File: config.mk
export PLATFORM = sky130hd
export DESIGN_NAME = pipeline_sink
export DESIGN_NICKNAME = d
export VERILOG_FILES = /design/src/rtl/pipeline_sink_pkg.sv /design/src/rtl/sink_fifo.sv /design/src/rtl/pipeline_sink.sv
export SDC_FILE = /design/constraint.sdc
export NUM_CORES = 1
export LEC_CHECK = 0
export BUFFER_PORTS_ARGS = -buffer_cell sky130_fd_sc_hd__buf_2
export CORE_ASPECT_RATIO = 1.75
export CORE_MARGIN = 5
export CORE_UTILIZATION = 61
export DETAILED_ROUTE_END_ITERATION = 16
export PLACE_DENSITY = 0.92
export SLEW_MARGIN = 20
export SYNTH_ARGS = -nofsm -noshare
export SYNTH_HDL_FRONTEND = slang
export SYNTH_SLANG_ARGS = --single-unit
File: constraint.sdc
create_clock -name clk -period 8.48 [get_ports clk]
set_input_delay 0.848 -clock clk [delete_from_list [all_inputs] [get_ports clk]]
set_output_delay 0.848 -clock clk [all_outputs]
set_load 0.1 [all_outputs]
File: src/rtl/pipeline_sink_pkg.sv
// Shared payload type for the pipeline sink: one buffered {address, id} transaction.
// The width defines normally come from defines.vh; fallbacks keep this slice self-contained.
`ifndef ADDRESS_WIDTH
`define ADDRESS_WIDTH 16
`endif
`ifndef ID_WIDTH
`define ID_WIDTH 4
`endif

package pipeline_sink_pkg;

    typedef struct packed {
        logic [`ADDRESS_WIDTH-1:0] address;
        logic [`ID_WIDTH-1:0]      id;
    } sink_entry_t;

    localparam int SINK_ENTRY_W = $bits(sink_entry_t);

endpackage

File: src/rtl/sink_fifo.sv
// First-word-fall-through FIFO: rd_data always shows the head entry; level tracks occupancy.
module sink_fifo #(
    parameter int DEPTH = 4,
    parameter int WIDTH = 8,
    localparam int PTR_W = $clog2(DEPTH),
    localparam int LVL_W = PTR_W + 1
) (
    input  logic             clk,
    input  logic             reset,
    input  logic             push,
    input  logic [WIDTH-1:0] wr_data,
    input  logic             pop,
    output logic [WIDTH-1:0] rd_data,
    output logic [LVL_W-1:0] level,
    output logic             full,
    output logic             empty
);

    logic [WIDTH-1:0] mem_q [DEPTH];
    logic [WIDTH-1:0] mem_d [DEPTH];
    logic [PTR_W-1:0] wr_ptr_q, wr_ptr_d;
    logic [PTR_W-1:0] rd_ptr_q, rd_ptr_d;
    logic [LVL_W-1:0] level_q, level_d;
    logic             push_ok, pop_ok;

    assign full    = (level_q == LVL_W'(DEPTH));
    assign empty   = (level_q == '0);
    assign level   = level_q;
    assign rd_data = mem_q[rd_ptr_q];

    // No bypass when full: a pop in the same cycle does not make room for a push.
    assign push_ok = push & ~full;
    assign pop_ok  = pop & ~empty;

    always_comb begin
        mem_d    = mem_q;
        wr_ptr_d = wr_ptr_q;
        rd_ptr_d = rd_ptr_q;
        level_d  = level_q;
        if (push_ok) begin
            mem_d[wr_ptr_q] = wr_data;
            wr_ptr_d        = wr_ptr_q + PTR_W'(1);
        end
        if (pop_ok) begin
            rd_ptr_d = rd_ptr_q + PTR_W'(1);
        end
        case ({push_ok, pop_ok})
            2'b10:   level_d = level_q + LVL_W'(1);
            2'b01:   level_d = level_q - LVL_W'(1);
            default: level_d = level_q;
        endcase
    end

    always_ff @(posedge clk or posedge reset) begin
        if (reset) begin
            for (int i = 0; i < DEPTH; i++) begin
                mem_q[i] <= '0;
            end
            wr_ptr_q <= '0;
            rd_ptr_q <= '0;
            level_q  <= '0;
        end else begin
            mem_q    <= mem_d;
            wr_ptr_q <= wr_ptr_d;
            rd_ptr_q <= rd_ptr_d;
            level_q  <= level_d;
        end
    end

endmodule

File: src/rtl/pipeline_sink.sv
// Terminal consumer of the address/ID pipeline: buffers transfers for a host reader,
// checks ID ordering and keeps saturating transfer/backpressure statistics.
module pipeline_sink #(
    parameter int DEPTH     = 4,
    parameter int CNT_WIDTH = 16
) (
    input  logic                      clk,
    input  logic                      reset,
    input  logic [`ADDRESS_WIDTH-1:0] in_address,
    input  logic [`ID_WIDTH-1:0]      in_id,
    input  logic                      in_valid,
    output logic                      out_stall,
    input  logic                      force_stall,
    input  logic                      rd_en,
    output logic                      rd_valid,
    output logic [`ADDRESS_WIDTH-1:0] rd_address,
    output logic [`ID_WIDTH-1:0]      rd_id,
    output logic [$clog2(DEPTH):0]    level,
    output logic [CNT_WIDTH-1:0]      accepted_count,
    output logic [CNT_WIDTH-1:0]      stall_cycles,
    output logic                      order_error,
    output logic [`ID_WIDTH-1:0]      err_expected_id,
    output logic [`ID_WIDTH-1:0]      err_got_id
);

    import pipeline_sink_pkg::*;

    localparam int SINK_PTR_W = $clog2(DEPTH);
    localparam int IDW        = `ID_WIDTH;

    logic        fifo_full, fifo_empty;
    logic        transfer, pop;
    sink_entry_t wr_entry, rd_entry;

    logic [IDW-1:0]       expected_id_q, expected_id_d;
    logic                 order_error_q, order_error_d;
    logic [IDW-1:0]       err_exp_q, err_exp_d;
    logic [IDW-1:0]       err_got_q, err_got_d;
    logic [CNT_WIDTH-1:0] accepted_q, accepted_d;
    logic [CNT_WIDTH-1:0] stall_cnt_q, stall_cnt_d;

    // Valid/ready contract: a transfer happens on any edge where in_valid is high and
    // out_stall is low; upstream holds its data stable while out_stall is high.
    assign out_stall = force_stall | fifo_full;
    assign transfer  = in_valid & ~out_stall;
    assign pop       = rd_en & ~fifo_empty;
    assign rd_valid  = ~fifo_empty;

    assign wr_entry.address = in_address;
    assign wr_entry.id      = in_id;

    sink_fifo #(
        .DEPTH (DEPTH),
        .WIDTH (SINK_ENTRY_W)
    ) u_fifo (
        .clk     (clk),
        .reset   (reset),
        .push    (transfer),
        .wr_data (wr_entry),
        .pop     (pop),
        .rd_data (rd_entry),
        .level   (level),
        .full    (fifo_full),
        .empty   (fifo_empty)
    );

    assign rd_address = rd_entry.address;
    assign rd_id      = rd_entry.id;

    always_comb begin
        expected_id_d = expected_id_q;
        order_error_d = order_error_q;
        err_exp_d     = err_exp_q;
        err_got_d     = err_got_q;
        accepted_d    = accepted_q;
        stall_cnt_d   = stall_cnt_q;
        if (transfer) begin
            // Resynchronise on every transfer so one skip reports once, not forever.
            expected_id_d = in_id + IDW'(1);
            if ((in_id != expected_id_q) && !order_error_q) begin
                order_error_d = 1'b1;
                err_exp_d     = expected_id_q;
                err_got_d     = in_id;
            end
            if (accepted_q != '1) begin
                accepted_d = accepted_q + CNT_WIDTH'(1);
            end
        end
        if (in_valid && out_stall && (stall_cnt_q != '1)) begin
            stall_cnt_d = stall_cnt_q + CNT_WIDTH'(1);
        end
    end

    always_ff @(posedge clk or posedge reset) begin
        if (reset) begin
            expected_id_q <= '0;
            order_error_q <= 1'b0;
            err_exp_q     <= '0;
            err_got_q     <= '0;
            accepted_q    <= '0;
            stall_cnt_q   <= '0;
        end else begin
            expected_id_q <= expected_id_d;
            order_error_q <= order_error_d;
            err_exp_q     <= err_exp_d;
            err_got_q     <= err_got_d;
            accepted_q    <= accepted_d;
            stall_cnt_q   <= stall_cnt_d;
        end
    end

    assign accepted_count  = accepted_q;
    assign stall_cycles    = stall_cnt_q;
    assign order_error     = order_error_q;
    assign err_expected_id = err_exp_q;
    assign err_got_id      = err_got_q;

endmodule

[Word level (Yosys, flattened, before mapping)]
Cells that the tools add are included.
Word-level totals
  register bits: 132
  output and inout bits: 66
  logic and storage cells: 55
Cells by class
  add/subtract/negate cells: 7
  reduce and logical (&&, ||, !) cells: 9
  eq/ne operators: 6
  mux-type cells: 7
  $lt $le $gt $ge: 3
  bitwise gates (word level): 10
Operator list (number)
  $bwmux 80: 1
  $mux 20: 3
  $bmux 20 s2: 1
  $demux 20 s2: 1
  $add 16x1->16 const B: 2
  $ne 16x16->1 const B: 2
  $ge 3x3->1 const B: 2
  $not 2->3: 2
  $pmux 3 s2: 1
  $add 2x1->2 const B: 2
  $add 4x1->4 const B: 1
  $and 1x1->1: 4
  $logic_and 1x1->1: 4
  $ne 4x4->1: 1
  $reduce_and 2->1: 2
  $add 3x1->3 const B: 1
  $eq 3x3->1 const B: 1
  $logic_not 3->1: 1
  $lt 3x1->1 const B: 1
  $not 1->1: 3
  $sub 3x1->3 const B: 1
  $eq 2x1->1 const B: 1
  $eq 2x2->1 const B: 1
  $reduce_bool 2->1: 1
  2 further kinds: 2

[Depth between registers and ports, before layout]
Gate-level depths: netlist of the first run.
  word-level depth: 7
  gate-level depth with buffers: 10

[Cells and area by module]
From an unflattened synthesis of the first run, not the netlist that was laid out.
Second synthesis, totals
  cells, all modules: 434
  area, all modules: 6160.9 um^2
By module, submodules not included
  sink_fifo: seq. area each 2177.1 um^2, area an instance 3896.2 um^2, cells an instance 233, times used 1
  pipeline_sink: seq. area each 1126.1 um^2, area an instance 2264.7 um^2, cells an instance 201, times used 1

[Worst setup path after synthesis of the first run]
Ideal clock, no wire load.
  kind: register -> register
  from: reg u_fifo.level_q[0], in the netlist u_fifo.level[0]
  to: reg u_fifo.level_q[2], in the netlist u_fifo.level[2]
  cell stages (with the launch flop): 9
  buffers on the path: 0
  path slack: 5328 ps
  data arrival time: 2989 ps
  clock period less this slack: 3152 ps
  path through: dfrtp_1 -> or3_1 -> and2_1 -> ha_1 -> inv_1 -> fa_1 -> xor2_1 -> nor2_1 -> xor2_1
On the way
  elaborated cells on any way between the ends: 16
RTL lines
  start: declaration: RTL line sink_fifo.sv:23  | logic [LVL_W-1:0] level_q, level_d;
  start signal: assignment: RTL line sink_fifo.sv:66  | level_q <= level_d;
  $logic_not 3->1 (*): RTL line sink_fifo.sv:27  | assign empty = (level_q == '0);
  $not 1->1 (*)
  named net rd_valid: RTL line pipeline_sink.sv:15  | output logic rd_valid,
  $and 1x1->1: RTL line pipeline_sink.sv:46  | assign pop = rd_en & ~fifo_empty;
  $and 1x1->1 (*): RTL line sink_fifo.sv:33  | assign pop_ok = pop & ~empty;
  named net u_fifo.pop_ok: RTL line sink_fifo.sv:24  | logic push_ok, pop_ok;
  $eq 2x1->1 / $eq 2x2->1 (equally long branches): RTL line sink_fifo.sv:47  | case ({push_ok, pop_ok})
  $pmux 3 s2 / $reduce_bool 2->1 (equally long branches)
Mark *: on every way through the listed nets, which the timed path passes. The rest lies on a longest branch.
A chain may end at the register's enable or synchronous reset.

[Final worst setup path of the first run]
  from: reg u_fifo.rd_ptr_q[0]
  to: out rd_address[9]
On the way
  word-level cells in the longest chain between the ends: 4
Ends and longest elaborated chain
  start: declaration: RTL line sink_fifo.sv:22  | logic [PTR_W-1:0] rd_ptr_q, rd_ptr_d;
  start signal: assignment: RTL line sink_fifo.sv:65  | rd_ptr_q <= rd_ptr_d;
  $not 2->3 (not written as such): RTL line sink_fifo.sv:29  | assign rd_data = mem_q[rd_ptr_q];
  $bmux 20 s2: RTL line sink_fifo.sv:29
  $mux 20 (not written as such) (2 in a row): RTL line sink_fifo.sv:29
  end: declaration: RTL line pipeline_sink.sv:16  | output logic [`ADDRESS_WIDTH-1:0] rd_address,
Every way passes these cells. The select of a mux whose other input is x is not followed.

==> impl_metrics.toml, run 1 <==
[run_status]
outcome = "finished clean"

[floorplan]
core_area_um2 = 9468
ios = 91
fp.dieArea_um2 = 11870
row_count = 47
die_x_um = 84.53
initial_utilization_pct = 62.63
die_h_um = 140.4

[timing]
hold_violations = 0
worst_slew_margin_rel_pct = 27.15
min_period_over_period_pct = 38.12
fin_crit_ns = 3.233
rsz0062_at_grt = "no"
setup_tns_ns = 0
finalSetupViolCount = 0
fin_skew_ns = 0.005221
slew_violations = 0
max_freq_mhz = 309.3
worst_slew_pin_slew_ns = 1.093
holdWs_ns = 0.4816

[critical_path]
reg2reg_to = "u_fifo.mem_q[6]$_DFFE_PP0P_"
cp_cell_sequence = "buf_4 > mux4_2 > buf_2"
critPathCaptureType = "output pin"
crit_required_ns = 7.63
r2r-start = "u_fifo.level[0]$_DFFE_PP0P_"
cp_max_fo = 14
r2r_slack_ns = 5.87
critical_path_class = "reg -> out"
max_stage_delay_ns = 0.66
cp_slowest_cell = "dfrtp_1"
r2r_cells = 4
worstSetupStartpointType = "flip-flop"
crit_arrival_ns = 2.38

[clock_network]
tritoncts_num_sinks = 132
cts_setup_buffers = 0
ctsHoldBuffers = 0
clock-root-buffer = "clkbuf_16"
clk_pin_slew_ns = 0.06
cts-buffers-inserted = 17
worstSkewPairLatency_ns = 0.41
clockBufferDepth = 2
htreeDepth = 4
cts_tree = "yes"
cts_resized = 0

[place]
io_buffers = 90
gp_congestion = 0.7632
dpl.hpwl_um = 8489

[cells_and_area]
post-route-util_pct = 74.44
nets = 548
final_cell_mix = "dfrtp_1, mux2_2, buf_2"
ff_latch_area_um2 = 3303
drive_above_1_share_pct = 46.68
final_common_cell = "dfrtp_1"
antenna_cells = 0
area_delta_synth_final_pct = 18.86
fillers = 611
multi_input_area_um2 = 2489

[detailed_routing]
wl_um = 12490
drtAntennaViolNets = 0
firstDrtPassIters = 4
via_count = 3732
drtIter0Drc = 218
routedWlPerCell_um = 19.25
avgViaCountPerCell = 5.750
drc_errors = 0

[run]
drv_cap = 0

[logic_synthesis]
synth-seq-area-share_pct = 55.71
ys_ff_latch = 132
yosysWarnings = 0
synth_cell_types = 39
synth_nets = 454
netlist_area_um2 = 5929
syn_inst = 420
syn_avg_cell_area_um2 = 14.12

[global_route]
first_global_vias = 4258
grt_max_degree = 89
antenna_found_initial = 0
grt_pass1_wl_um = 20890
grt-ovfl-total = 0
grt_usage_pct = 22.58

[worst_hold_path]
hold_class = "in -> async"
==> Yosys cell counts <==
cell type,count,share of area (%)
nand2b_1,1,0.11
and2_4,1,0.15
and3_1,3,0.32
buf_2,5,0.42
or3b_2,1,0.15
inv_1,9,0.57
and4_4,1,0.19
o41ai_1,1,0.15
nor2_2,1,0.11
o21ai_0,8,0.68
xor2_1,19,2.8
xnor2_1,20,3.0
inv_2,1,0.063
mux2_2,92,17
nor3b_1,1,0.13
or4_4,1,0.19
dfrtp_1,132,56
ha_1,8,1.7
a21oi_1,1,0.084
mux2_4,1,0.25
and2_1,2,0.21
buf_6,1,0.19
nand2_1,29,1.8
nand3_1,13,1.1
buf_4,6,0.76
and4_2,1,0.17
nand4_2,1,0.21
mux4_2,20,7.6
fa_1,1,0.34
nand4_1,9,0.95
or3_1,1,0.11
and2b_2,1,0.15
a2111oi_2,1,0.25
clkbuf_1,4,0.25
buf_1,1,0.063
nor2_1,15,0.95
nor3_1,4,0.34
nor2b_1,2,0.21
or2b_2,1,0.15
==> how the worst max path moves through the flow <==
stage | start | to | depth (start not counted)
2_1_floorplan | reset | accepted_count[0]$_DFFE_PP0P_ | 1
3_3_place_gp | force_stall | u_fifo.mem_q[27]$_DFFE_PP0P_ | 5
3_5_place_dp | force_stall | u_fifo.mem_q[6]$_DFFE_PP0P_ | 5
4_1_cts | u_fifo.rd_ptr_q[0]$_DFFE_PP0P_ | rd_address[9] | 3
5_1_grt | u_fifo.rd_ptr_q[0]$_DFFE_PP0P_ | rd_address[9] | 3
6_report | u_fifo.rd_ptr_q[0]$_DFFE_PP0P_ | rd_address[9] | 3
==> registers in the layout, indices dropped and copies added, names as in the netlist <==
name / cells
u_fifo.mem_q: 80
accepted_count: 16
stall_cycles: 16
err_expected_id: 4
err_got_id: 4
expected_id_q: 4
u_fifo.level: 3
u_fifo.rd_ptr_q: 2
u_fifo.wr_ptr_q: 2
order_error: 1
==> layout make-up <==
type | instances | share of cell area (%)
clock buffer | 22 | 6.586
clock inverter | 10 | 1.846
inverter | 10 | 0.5681
multi-input combinational | 261 | 35.31
sequential | 132 | 46.87
tap | 122 | 2.166
timing repair buffer | 92 | 6.657
==> critical path: cells and delay by family (launching register included) <==
kind	cells	cell delay (ns)
buffers and inverters	2	0.71
multiplexers	1	0.59
flip-flops	1	0.66
==> per-layer routing <==
metal  part of all wire, %  global-route usage (%)  up-vias
li1                      -                       -     1676
met1                    36                   24.58     1916
met3                   4.8                   6.404       31
met4                   2.7                   9.925        0
met2                    57                   40.31      109
met5                     0                       0        -
==> metrics by stage <==
step	area [um2]	cells	setup WS, ns
after floorplan	5929	420	4.106
after global placement	6450	617	5.568
after detailed placement	6450	617	5.513
after CTS	7044	649	5.178
after global routing	7048	649	5.109
final	7048	649	5.247
==> kinds of logic (layout without fill, tap and decap cells) <==
| kind of cell | count (synthesis) | in the layout | share of synthesized area (%) |
|---|---|---|---|
| AOI/OAI and AO/OA | 11 | 11 | 1.160 |
| DFF | 132 | 132 | 55.71 |
| muxes | 113 | 113 | 25.32 |
| xor gates and xnor gates | 39 | 39 | 5.761 |
| buffers and inverters | 27 | 134 | 2.321 |
| adders and majority gates | 9 | 9 | 2.026 |
| and+or+nand+nor | 89 | 89 | 7.702 |
Power of run 1 is left out: the tool's default activity adds up to more than one toggle a clock period on the data nets, which glitch-free logic cannot reach.
==> run 2: changes to the inputs <==
Settings changed: ABC_AREA set to 1, CORE_UTILIZATION 61 to 52, PLACE_DENSITY 0.92 to 0.83.
Clock period 8.48 ns to 2.6 ns, I/O delays scaled along.
==> run 2 against run 1 <==
Flip-flop and latch count unchanged. Routed wire length increased by 20%. Area after synthesis increased by 9.9%. Global-route usage decreased by 0.94 points. First-iteration DRC count increased by 26%. Design area increased by 9.0%. Clock-buffer cell count decreased by 2. Register-to-register slack got worse by 5.1 ns. Critical path type unchanged. Critical endpoint is now rd_id[1]. Largest cell class unchanged.
==> impl_metrics.toml, run 2 <==
[run_status]
outcome = "finished clean"

[critical_path]
critical_path_class = "reg -> out"
crit_required_ns = 2.34
max_stage_delay_ns = 0.47
reg2reg_to = "u_fifo.mem_q[56]$_DFFE_PP0P_"
path_delay_family = "buffers and inverters"
worstSetupStartpointType = "flip-flop"
r2r_slack_ns = 0.73
cp_num_buf_inv = 3
r2r-start = "u_fifo.level[1]$_DFFE_PP0P_"
cp_cell_sequence = "inv_1 > buf_4 > o21ai_0 > o22ai_1 > buf_2"
crit_arrival_ns = 2.00
cp_max_fo = 13
cp_slowest_cell = "buf_2"
critPathCaptureType = "output pin"
r2r_cells = 8

[cells_and_area]
drive_above_1_share_pct = 18.22
nets = 921
largest_reg_flops = 80
regMostFlops = "u_fifo.mem_q"
final_common_cell = "nand2_1"
post-route-util_pct = 62.15
area_delta_synth_final_pct = 17.96
antenna_cells = 0
fillers = 1071
final_cell_mix = "nand2_1, dfrtp_1, buf_2"

[logic_synthesis]
synth_compound_area_share_pct = 12.92
yosys.area.top_type = "dfrtp_1"
ys_ff_latch = 132
synth_top_family_by_area = "simple AND/OR/NAND/NOR gates"
synth_top_cells_by_area = "dfrtp_1, nand2_1, o21ai_0"
netlist_area_um2 = 6515
synthXorXnorAreaFrac_pct = 2.420
muxShareOfSynthArea_pct = 0
synth-simple-area-share_pct = 25.00
yosys.area.top_type_share_pct = 50.70
yosysWarnings = 0
post-synth-top-count-cell = "nand2_1"
syn_inst = 804
syn_avg_cell_area_um2 = 8.103
synth-seq-area-share_pct = 50.70
synth_fa_ha_area_share_pct = 1.844
ys_top_cells_by_count = "nand2_1, dfrtp_1, nor2_1"
synthArstFlopShare_pct = 100.0
synth_nets = 838
ys.flop_type = "dfrtp_1"
synth_cell_types = 30
synth_edf_count = 0

[detailed_routing]
avgViaCountPerCell = 5.262
drtIter0Drc = 275
wl_um = 15010
via_count = 5620
drc_errors = 0
routedWlPerCell_um = 14.05
drtAntennaViolNets = 0
firstDrtPassIters = 5

[timing]
worst_slew_margin_rel_pct = 52.89
fin_crit_ns = 2.260
setup_tns_ns = 0
worst_slew_pin_slew_ns = 0.7066
max_freq_mhz = 442.6
fin_skew_ns = 0.01223
holdWs_ns = 0.05293
min_period_over_period_pct = 86.91
rsz0062_at_grt = "no"
finalSetupViolCount = 0
fin_ws_ns = 0.3404
hold_violations = 0
slew_violations = 0

[place]
io_buffers = 90
dpl.hpwl_um = 10090
gp_congestion = 0.8416
place_ws_ns = 0.7249

[pwr]
power_density_nw_per_um2 = 1496
vdd_ir_drop_max_mv = 0.8990
p_leak_nw = 3.853

[clock_network]
ctsHoldBuffers = 0
cts-buffers-inserted = 17
cts_resized = 0
htreeDepth = 4
worstSkewPairLatency_ns = 0.42
clock-root-buffer = "clkbuf_16"
tritoncts_num_sinks = 132
clockBufferDepth = 2
cts_setup_buffers = 0
cts_tree = "yes"
clk_pin_slew_ns = 0.06

[floorplan]
fp.dieArea_um2 = 14960
core_area_um2 = 12360
die_x_um = 94.61
row_count = 54
ios = 91
initial_utilization_pct = 52.69
die_h_um = 158.1

[global_route]
first_global_vias = 5564
grt_usage_pct = 21.64
antenna_found_initial = 0
grt-ovfl-total = 0
grt_max_degree = 133
grt_pass1_wl_um = 25440

[run]
drv_cap = 0

[worst_hold_path]
hold_class = "in -> async"
## run 2: where the power goes
group          leakage (nW)  internal [mW]  total [mW]  switching (mW)
Combinational          1.87           1.14        5.67            4.53
Clock                 0.297           1.63        2.53           0.901
Sequential             1.68           2.81        3.30           0.491
## run 2: how the worst max path moves through the flow
stage                                        start                           end  slack (ns)  depth (start not counted)
finish              u_fifo.rd_ptr_q[1]$_DFFE_PP0P_                      rd_id[1]        0.34                          5
global route        u_fifo.rd_ptr_q[1]$_DFFE_PP0P_                      rd_id[0]        0.30                          5
CTS                 u_fifo.rd_ptr_q[1]$_DFFE_PP0P_                      rd_id[1]        0.35                          5
detailed placement     u_fifo.level[1]$_DFFE_PP0P_  u_fifo.mem_q[34]$_DFFE_PP0P_        0.72                          8
global placement       u_fifo.level[1]$_DFFE_PP0P_  u_fifo.mem_q[57]$_DFFE_PP0P_        0.79                          8
floorplan           u_fifo.rd_ptr_q[0]$_DFFE_PP0P_                 rd_address[0]        0.03                          4
## run 2: through the flow
step | std cells | instance area [um2] | total power, mW
after floorplan | 804 | 6528 | 8.032
after global routing | 1068 | 7685 | 12.14
final | 1068 | 7685 | 11.50
after global placement | 1036 | 7059 | 8.894
after CTS | 1068 | 7685 | 11.57
after detailed placement | 1036 | 7059 | 9.004
## run 2: kinds of logic after synthesis
family	count (synthesis)
XOR/XNOR	18
adder cells (fa/ha/maj)	9
AO/OA/AOI/OAI	158
buffers and inverters	102
flip-flops	132
AND/OR/NAND/NOR	385
## run 2: final cells by class
class                   count  area, um2  share of cell area, %
flip-flops and latches    132       3307                  43.03
multi-input cells         570       2754                  35.84
repair buffers             99      530.5                  6.903
clock buffers              20      446.7                  5.812
inverters                  67      257.7                  3.354
well taps                 168      210.2                  2.735
clock inverters            12      178.9                  2.328
## run 2: worst reg2reg max path, cell delays in order (launching register included)
cell and delay, ns:
dfrtp_2 0.38, inv_2 0.07, nand3_4 0.10, nand3_2 0.08, buf_4 0.19, inv_2 0.32, nand2_4 0.36, nand2_1 0.17
o21ai_1 0.08
## run 2: layer usage
metal  global-route usage [%]  up-vias  routed length [um]
met2                    39.27      147                8053
met4                    9.566        0                 404
met1                    23.57     2674                5861
met3                    5.088       32                 690
li1                         -     2767                   -
met5                        0        -                   0
(Power assumes the default switching activity.)
==> run 3: changes to the inputs <==
Settings changed: ABC_AREA 1 to unset, PLACE_DENSITY 0.83 to unset, PLACE_DENSITY_LB_ADDON set to 0.25, SYNTH_HIERARCHICAL set to 1.
==> run 3 against run 2 <==
Via count fell by 30%. Critical path depth increased by 5. First-iteration DRC count down 58%. Setup slack got worse by 0.023 ns. Fmax down 0.99%. Synthesized cell count down 46%. Cell count down 35%. Clock skew decreased by 0.0060 ns. Design area decreased by 2.5%. Critical path type is now reg -> reg. Largest cell class unchanged.
==> impl_metrics.toml, run 3 <==
[global_route]
first_global_vias = 4377
grt_pass1_wl_um = 22200
grt_usage_pct = 19.76
antenna_found_initial = 2
grt-ovfl-total = 0
grt_max_degree = 30

[critical_path]
cp_num_buf_inv = 2
crit_required_ns = 2.93
cp_max_fo = 11
r2r_slack_ns = 0.32
path_delay_family = "simple AND/OR/NAND/NOR gates"
worstSetupStartpointType = "flip-flop"
cp_cell_sequence = "nor3b_4 > or3b_1 > clkinv_4 > nand2b_4 > ha_1 > inv_1 > fa_1 > xor2_1 > nor2_1 > xor2_1"
crit_arrival_ns = 2.61
cp_slowest_cell = "dfrtp_2"
max_stage_delay_ns = 0.46
critPathCaptureType = "flip-flop"
cp_common_cell = "xor2_1"
critical_path_class = "reg -> reg"

[floorplan]
die_x_um = 92.28
ios = 91
fp.dieArea_um2 = 14210
row_count = 52
core_area_um2 = 11580
initial_utilization_pct = 53.20
die_h_um = 154.0

[logic_synthesis]
synth_cell_types = 47
yosysWarnings = 6
post-synth-top-count-cell = "dfrtp_1"
synth_top_cells_by_area = "dfrtp_1, mux2_2, mux4_2"
ys.flop_type = "dfrtp_1"
synth-seq-area-share_pct = 53.61
synthArstFlopShare_pct = 100.0
ys_ff_latch = 132
netlist_area_um2 = 6161
syn_avg_cell_area_um2 = 14.20
synth_nets = 468
yosys.area.top_type_share_pct = 53.61
ys_top_cells_by_count = "dfrtp_1, mux2_2, nand2_1"
synth_edf_count = 0
syn_inst = 434
yosys.area.top_type = "dfrtp_1"

[detailed_routing]
via_count = 3954
drtAntennaViolNets = 0
routedWlPerCell_um = 18.58
avgViaCountPerCell = 5.739
drtIter0Drc = 115
wl_um = 12800
firstDrtPassIters = 4
drc_errors = 0

[cells_and_area]
final_common_cell = "dfrtp_1"
drive_above_1_share_pct = 46.21
final_cell_mix = "dfrtp_1, buf_2, mux2_2"
nets = 575
regMostFlops = "u_fifo/mem_q"
fillers = 889
antenna_cells = 0
largest_reg_flops = 80
area_delta_synth_final_pct = 21.57

[clock_network]
clock-root-buffer = "clkbuf_16"
clockBufferDepth = 2
cts-buffers-inserted = 17
cts_setup_buffers = 0
cts_tree = "yes"
tritoncts_num_sinks = 132
worstSkewPairLatency_ns = 0.40
htreeDepth = 4
clk_pin_slew_ns = 0.06

[timing]
finalSetupViolCount = 0
fin_ws_ns = 0.3178
min_period_over_period_pct = 87.78
slew_violations = 0
hold_violations = 0
fin_skew_ns = 0.006242
worst_slew_pin_slew_ns = 0.6683
worst_slew_margin_rel_pct = 55.40
max_freq_mhz = 438.2
setup_tns_ns = 0
rsz0062_at_grt = "no"
fin_crit_ns = 2.282

[place]
dpl.hpwl_um = 8997
io_buffers = 90
gp_congestion = 0.8233
place_ws_ns = 0.3326

[worst_hold_path]
hold_class = "in -> reg"

[run]
drv_cap = 0

[run_status]
outcome = "finished clean"
[run 3: metal layers]
metal / up-vias / GRT usage (%) / wire length [um]
met1: 2031 / 22.88 / 4980
met4: 4 / 7.371 / 269
li1: 1789 / - / -
met5: - / 0 / 21
met3: 24 / 5.526 / 590
met2: 106 / 34.59 / 6943
[run 3: logic make-up (layout without fill, tap and decap cells)]
group / Yosys count / in the layout / synth area share (%)
and+or+nand+nor: 95 / 95 / 9.220
buffers and inverters: 28 / 148 / 3.168
xor gates and xnor gates: 35 / 35 / 4.976
AOI/OAI and AO/OA: 22 / 22 / 2.803
DFF: 132 / 132 / 53.61
adders and majority gates: 9 / 9 / 1.950
muxes: 113 / 113 / 24.27
[run 3: layout make-up]
type	instances	area (um2)	share of cell area (%)
clock inverters	8	146.4	1.955
inverters	11	50.05	0.6682
clock buffers	24	491.7	6.565
repair buffers	105	645.6	8.620
multi-input cells	274	2680	35.78
well taps	135	168.9	2.255
flip-flops and latches	132	3307	44.15
[run 3: worst paths after layout]
path,end,from,depth (start not counted)
min reg2reg,err_expected_id[2]$_DFFE_PP0P_,err_expected_id[2]$_DFFE_PP0P_,1
max,u_fifo/level[2]$_DFFE_PP0P_,u_fifo/level[0]$_DFFE_PP0P_,10
min,u_fifo/mem_q[55]$_DFFE_PP0P_,in_address[11],2
min in group asynchronous,u_fifo/wr_ptr_q[1]$_DFFE_PP0P_,reset,3
max reg2reg,u_fifo/level[2]$_DFFE_PP0P_,u_fifo/level[0]$_DFFE_PP0P_,10
max in group asynchronous,err_got_id[0]$_DFFE_PP0P_,reset,4
[run 3: per-stage QoR]
stage                     util, %  cells  area [um2]  hold slack, ns
after floorplan                 -    434        6176          0.3677
after detailed placement    59.08    656        6842          0.3541
final                       64.67    689        7490          0.1269
after global routing        64.67    689        7490          0.1219
after CTS                   64.67    689        7490          0.1058
after global placement      59.08    656        6842          0.3430
[run 3: what timing repair did]
action | in CTS | in global routing
hold buffers | 1 | 0
gates resized for setup | 0 | 0
endpoints found under the hold margin | 38 | 0
Power of run 3 is left out for the same reason.
